**src/rtl/sfifo_wr_arbiter.sv**
```systemverilog
// sfifo_wr_arbiter
//
// Round-robin arbiter that shares one synchronous FIFO write port among NIN
// requesters. A requester keeps the grant for a whole packet (OPT_PACKET=1)
// or for up to MAXBURST accepted beats (OPT_PACKET=0). Every release costs one
// idle cycle before the next grant is issued.
//
// Ports
//   i_clk      clock; all state changes on the rising edge
//   i_reset_n  asynchronous active-low reset
//   i_req      per-requester beat valid
//   i_last     per-requester last-beat-of-packet flag (packet mode only)
//   i_data     requester k data at [k*BW +: BW]
//   o_ack      beat of requester k accepted this cycle (combinational)
//   o_grant    registered one-hot grant, zero while idle
//   o_wr       FIFO write strobe
//   o_data     FIFO write data (granted requester's data, zero while idle)
//   i_full     FIFO full; blocks acceptance without dropping the grant

module sfifo_wr_arbiter #(
  parameter int unsigned NIN        = 4,
  parameter int unsigned LGNIN      = 2,
  parameter int unsigned BW         = 8,
  parameter int unsigned MAXBURST   = 4,
  parameter bit          OPT_PACKET = 1'b0
) (
  input  logic              i_clk,
  input  logic              i_reset_n,
  input  logic [NIN-1:0]    i_req,
  input  logic [NIN-1:0]    i_last,
  input  logic [NIN*BW-1:0] i_data,
  output logic [NIN-1:0]    o_ack,
  output logic [NIN-1:0]    o_grant,
  output logic              o_wr,
  output logic [BW-1:0]     o_data,
  input  logic              i_full
);

  localparam int unsigned CW = $clog2(MAXBURST + 1);
  // One extra bit so ptr + 1 + offset can be wrapped without overflow.
  localparam int unsigned PW = LGNIN + 1;

  localparam logic [CW-1:0]    MaxCnt  = CW'(MAXBURST);
  localparam logic [PW-1:0]    NinW    = PW'(NIN);
  localparam logic [LGNIN-1:0] PtrRst  = LGNIN'(NIN - 1);
  localparam logic [NIN-1:0]   OneHot0 = NIN'(1);

  typedef enum logic {StIdle, StBusy} state_e;

  state_e           state_q, state_d;
  logic [NIN-1:0]   grant_q, grant_d;
  logic [LGNIN-1:0] ptr_q, ptr_d;
  logic [CW-1:0]    count_q, count_d;

  // ---------------------------------------------------------------------------
  // Round-robin pick: rotate the request vector so bit j corresponds to
  // requester (ptr + 1 + j) mod NIN, then take the lowest set bit.
  // ---------------------------------------------------------------------------
  logic [2*NIN-1:0] req_dbl;
  logic [2*NIN-1:0] req_rot;
  logic [PW-1:0]    rot_amt;
  logic [PW-1:0]    cand;
  logic             win_found;
  logic [LGNIN-1:0] win_idx;

  assign req_dbl = {i_req, i_req};
  assign rot_amt = {1'b0, ptr_q} + PW'(1);
  assign req_rot = req_dbl >> rot_amt;

  always_comb begin
    win_found = 1'b0;
    win_idx   = '0;
    cand      = '0;
    for (int unsigned j = 0; j < NIN; j++) begin
      if (!win_found && req_rot[j]) begin
        win_found = 1'b1;
        cand      = rot_amt + PW'(j);
        if (cand >= NinW) begin
          cand = cand - NinW;
        end
        win_idx = cand[LGNIN-1:0];
      end
    end
  end

  // ---------------------------------------------------------------------------
  // Write path: only the granted requester can be acked, and only when the
  // FIFO has room. grant_q is zero while idle, which zeroes everything below.
  // ---------------------------------------------------------------------------
  logic [BW-1:0] data_mux;
  logic          g_req;
  logic          g_last;

  assign o_ack   = grant_q & i_req & {NIN{~i_full}};
  assign o_wr    = |o_ack;
  assign o_grant = grant_q;
  assign g_req   = |(grant_q & i_req);
  assign g_last  = |(grant_q & i_last);

  always_comb begin
    data_mux = '0;
    for (int unsigned k = 0; k < NIN; k++) begin
      if (grant_q[k]) begin
        data_mux = data_mux | i_data[k*BW +: BW];
      end
    end
  end

  assign o_data = data_mux;

  // ---------------------------------------------------------------------------
  // Next-state logic
  // ---------------------------------------------------------------------------
  logic rel;

  always_comb begin
    state_d = state_q;
    grant_d = grant_q;
    ptr_d   = ptr_q;
    count_d = count_q;
    rel     = 1'b0;

    unique case (state_q)
      StIdle: begin
        if (win_found) begin
          state_d = StBusy;
          grant_d = OneHot0 << win_idx;
          ptr_d   = win_idx;  // winner becomes lowest priority next round
          count_d = '0;
        end
      end

      StBusy: begin
        // Saturate so long packets never push the count past MAXBURST.
        if (o_wr && (count_q != MaxCnt)) begin
          count_d = count_q + CW'(1);
        end

        if (OPT_PACKET) begin
          rel = o_wr && g_last;
        end else begin
          // A dropped request releases even while the FIFO is full; a full
          // FIFO alone never releases.
          rel = (o_wr && (count_d == MaxCnt)) || !g_req;
        end

        if (rel) begin
          state_d = StIdle;
          grant_d = '0;
        end
      end

      default: begin
        state_d = StIdle;
        grant_d = '0;
      end
    endcase
  end

  // ---------------------------------------------------------------------------
  // State registers
  // ---------------------------------------------------------------------------
  always_ff @(posedge i_clk or negedge i_reset_n) begin
    if (!i_reset_n) begin
      state_q <= StIdle;
      grant_q <= '0;
      ptr_q   <= PtrRst;  // requester 0 has top priority after reset
      count_q <= '0;
    end else begin
      state_q <= state_d;
      grant_q <= grant_d;
      ptr_q   <= ptr_d;
      count_q <= count_d;
    end
  end

endmodule

```
**config.mk**
```make
export PLATFORM = sky130hd
export DESIGN_NAME = sfifo_wr_arbiter
export DESIGN_NICKNAME = d
export VERILOG_FILES = /design/src/rtl/sfifo_wr_arbiter.sv
export SDC_FILE = /design/constraint.sdc
export NUM_CORES = 1
export LEC_CHECK = 0
export ABC_CLOCK_PERIOD_IN_PS = 4600
export CELL_PAD_IN_SITES_DETAIL_PLACEMENT = 1
export CELL_PAD_IN_SITES_GLOBAL_PLACEMENT = 1
export CORE_MARGIN = 2
export CORE_UTILIZATION = 24
export CTS_CLUSTER_SIZE = 28
export DETAILED_ROUTE_END_ITERATION = 8
export HOLD_SLACK_MARGIN = 0.03
export PLACE_DENSITY = 0.89
export SETUP_SLACK_MARGIN = 0.4
export SYNTH_ARGS = -nofsm -noshare
export SYNTH_HDL_FRONTEND = slang
export SYNTH_SLANG_ARGS = --single-unit
```
**constraint.sdc**
```tcl
create_clock -name i_clk -period 4.6 [get_ports i_clk]
set_input_delay 0.69 -clock i_clk [delete_from_list [all_inputs] [get_ports i_clk]]
set_output_delay 0.69 -clock i_clk [all_outputs]
set_load 0.01 [all_outputs]
```
==> reports/results.txt <==
Final HPWL DP: 2650 um
Fin. Hold Viols: 0
initial antenna violation count: 0
Clock Latency Late Sink: 0.27 ns
#FFs+latches synth: 10
max-slew violations: 0
Site Rows: 20
crit-path leading delay family: buffers and inverters
Gate Count Post-Synth: 101
Post-synth EDFFs: 0
CP Class: in -> out
I/O pin count: 60
RSZ-0062 raised after global routing: false
Nets: 200
clock root cell: clkbuf_4
post-CTS setup buffer count: 0
Pleak: 0.559 nW
Initial Util: 25.7%
DRC viols: 0
Design Power: 0.726 mW
most common cell in the netlist: nand2_1
Power Dens Cells: 513 nW/um^2
critical path endpoint category: primary output
ANT cells: 0
first-pass GRT wire length: 4970 um
Setup Viol. Count Final: 0
post-synthesis sequential area ratio: 31.7%
CTS Buf Count: 3
post-detailed-routing wire length: 3250 um
Inst Count DP: 194
Final Cell Area: 1410 um^2
Avg Cell Area, Syn: 7.90 um^2
clock slew at reported path FFs: 0.07 ns
net count of the mapped netlist: 146
Min Hold Slack: 0.496 ns
Final period util: 67.9%
Worst path slowest cell: clkdlybuf4s50_1
class of the worst hold path: reg -> reg
CTS tree: done
Slew @ Worst Pin: 0.651 ns
area of the die: 3800 um^2
worst path bufs/invs: 2
drt via density: 5.19
Initial DRT Pass Iterations: 4
CTS Hold Bufs: 0
commonest cells in the netlist: nand2_1 (20), a22oi_1 (16), nor2_1 (10), dfrtp_1 (8)
TritonCTS Sinks: 10
Synth cell types: 33
H-tree depth: 1
maximum clock rate: 320 MHz
Fin Setup TNS: 0 ns
Worst Path Required: 3.91 ns
CTS max path bufs: 2
worst vdd ir: 0.000210 V
fraction of registers with async set/reset: 100%
Port Buf Inserts: 55
share of cells above drive strength 1: 3.90%
slew margin rel.: 56.3%
most frequent cell on the critical path: clkdlybuf4s50_1
DRT antenna net count: 0
total core area: 3100 um^2
share of the synthesized area in the top cell type: 25.1%
worst-path cell chain: clkdlybuf4s50_1, nand2_1, a41oi_1, clkdlybuf4s50_1
final worst path period need: 3.12 ns
vias in the first global route: 1,106
main area contributors after synthesis: dfrtp_1 (25%), a22oi_1 (15%), nand2_1 (9.4%)
DR WL/cell: 16.4 um
area of the mapped netlist: 798 um^2
pin count of the biggest net entering global routing: 13
maxcap violations: 0
ys flop type: dfrtp_1
CP arrival: 2.43 ns
Syn. warnings: 0
crit path max fanout: 5
Clock Skew: 0.000314 ns
# fillers: 390
PostCTS Resize Cnt: 0
routability cong.: 0.732
Die Ht: 61.7 um
Finished Layout Cells: 198
gr usage total: 17.7%
CP Launch Type: input pin
Iteration-0 DRC Markers: 39
Die Wd: 61.7 um
leading area contributor after synthesis: dfrtp_1
slowest stage delay, CP: 0.62 ns
area delta synth->final: 77.1%
grt total ovfl: 0
status: finished clean
area post-placement: 1380 um^2
DR vias: 1,028
## power by group
| part | switching [mW] | internal [mW] |
|---|---|---|
| logic | 0.194 | 0.241 |
| clock network | 0.0328 | 0.0482 |
| registers | 0.0820 | 0.128 |
| total | 0.309 | 0.417 |
## cells in the final DEF (no fill, tap or decap), drive strengths merged
master / netlist / layout
o21ai: 2 / 2
a311oi: 2 / 2
nor3b: 1 / 1
a41oi: 1 / 1
nand2b: 3 / 3
dfstp: 2 / 2
a21oi: 2 / 2
or3b: 1 / 1
nor4: 1 / 1
nand2: 20 / 20
nand3: 2 / 2
clkdlybuf4s50: 0 / 55
mux2: 1 / 1
a21o: 1 / 1
dfrtp: 8 / 8
a22oi: 16 / 16
ha: 2 / 2
a21bo: 1 / 1
nor2: 10 / 10
o31a: 1 / 1
o2bb2ai: 1 / 1
a31oi: 1 / 1
nor2b: 2 / 2
a211o: 2 / 2
or2: 2 / 2
a31o: 1 / 1
or3: 1 / 1
inv: 2 / 2
a32o: 1 / 1
clkbuf: 3 / 4
nand4: 2 / 2
a22o: 2 / 2
and2: 1 / 1
## registers in the layout, summed over array words and instances (netlist names)
| name | count |
|---|---|
| o_grant | 4 |
| state_q | 1 |
| count_q | 3 |
| ptr_q | 2 |
## layer usage
metal	part of all wire, %	global-route usage, %	up-vias	routed length, um
met5	0	0	-	0
met4	1.0	5.17	0	33
met3	13	6.09	4	409
met2	49	34.3	54	1600
met1	37	17.4	487	1210
li1	-	-	483	-
## area by class of cell
| class | instances | area [um^2] | area share, % |
|---|---|---|---|
| Timing Repair Buffer | 55 | 551 | 38.9 |
| Inverter | 2 | 7.51 | 0.531 |
| Multi-Input combinational cell | 83 | 512 | 36.2 |
| Clock buffer | 4 | 36.3 | 2.57 |
| Tap cell | 44 | 55.1 | 3.89 |
| Sequential cell | 10 | 253 | 17.9 |
## stage by stage
step / utilization, % / setup slack, ns
floorplan: - / 2.57
global placement: 44.4 / 1.53
detailed placement: 44.4 / 1.48
CTS: 45.6 / 1.48
global route: 45.6 / 1.33
finish: 45.6 / 1.48
## kinds of logic (layout without fill, tap and decap cells)
family                   after synthesis  in the layout  synth area share, %
AND/OR/NAND/NOR                       46             46                 26.8
AO/OA/AOI/OAI                         34             34                 32.8
flip-flops                            10             10                 31.7
buffers and inverters                  8             61                 4.23
adder cells (fa/ha/maj)                2              2                 3.13
multiplexers                           1              1                 1.41
## path summary, 6_finish.rpt
| check | slack, ns | cells past startpoint | startpoint | endpoint |
|---|---|---|---|---|
| max | 1.48 | 4 | i_req[3] | o_wr |
| min in group asynchronous | 0.74 | 1 | i_reset_n | count_q[2] |
| max in group asynchronous | 3.51 | 1 | i_reset_n | ptr_q[1] |
| min reg2reg | 0.50 | 2 | ptr_q[1] | ptr_q[1] |
| max reg2reg | 2.41 | 7 | count_q[0] | o_grant[1] |
| min | 0.50 | 2 | ptr_q[1] | ptr_q[1] |
## tightest hold or removal path: cells and delay by family (launching register included)
family	cells	cell delay [ns]
DFF	1	0.39
and+or+nand+nor	2	0.11
Note: power is estimated with default switching activity, not from simulation.
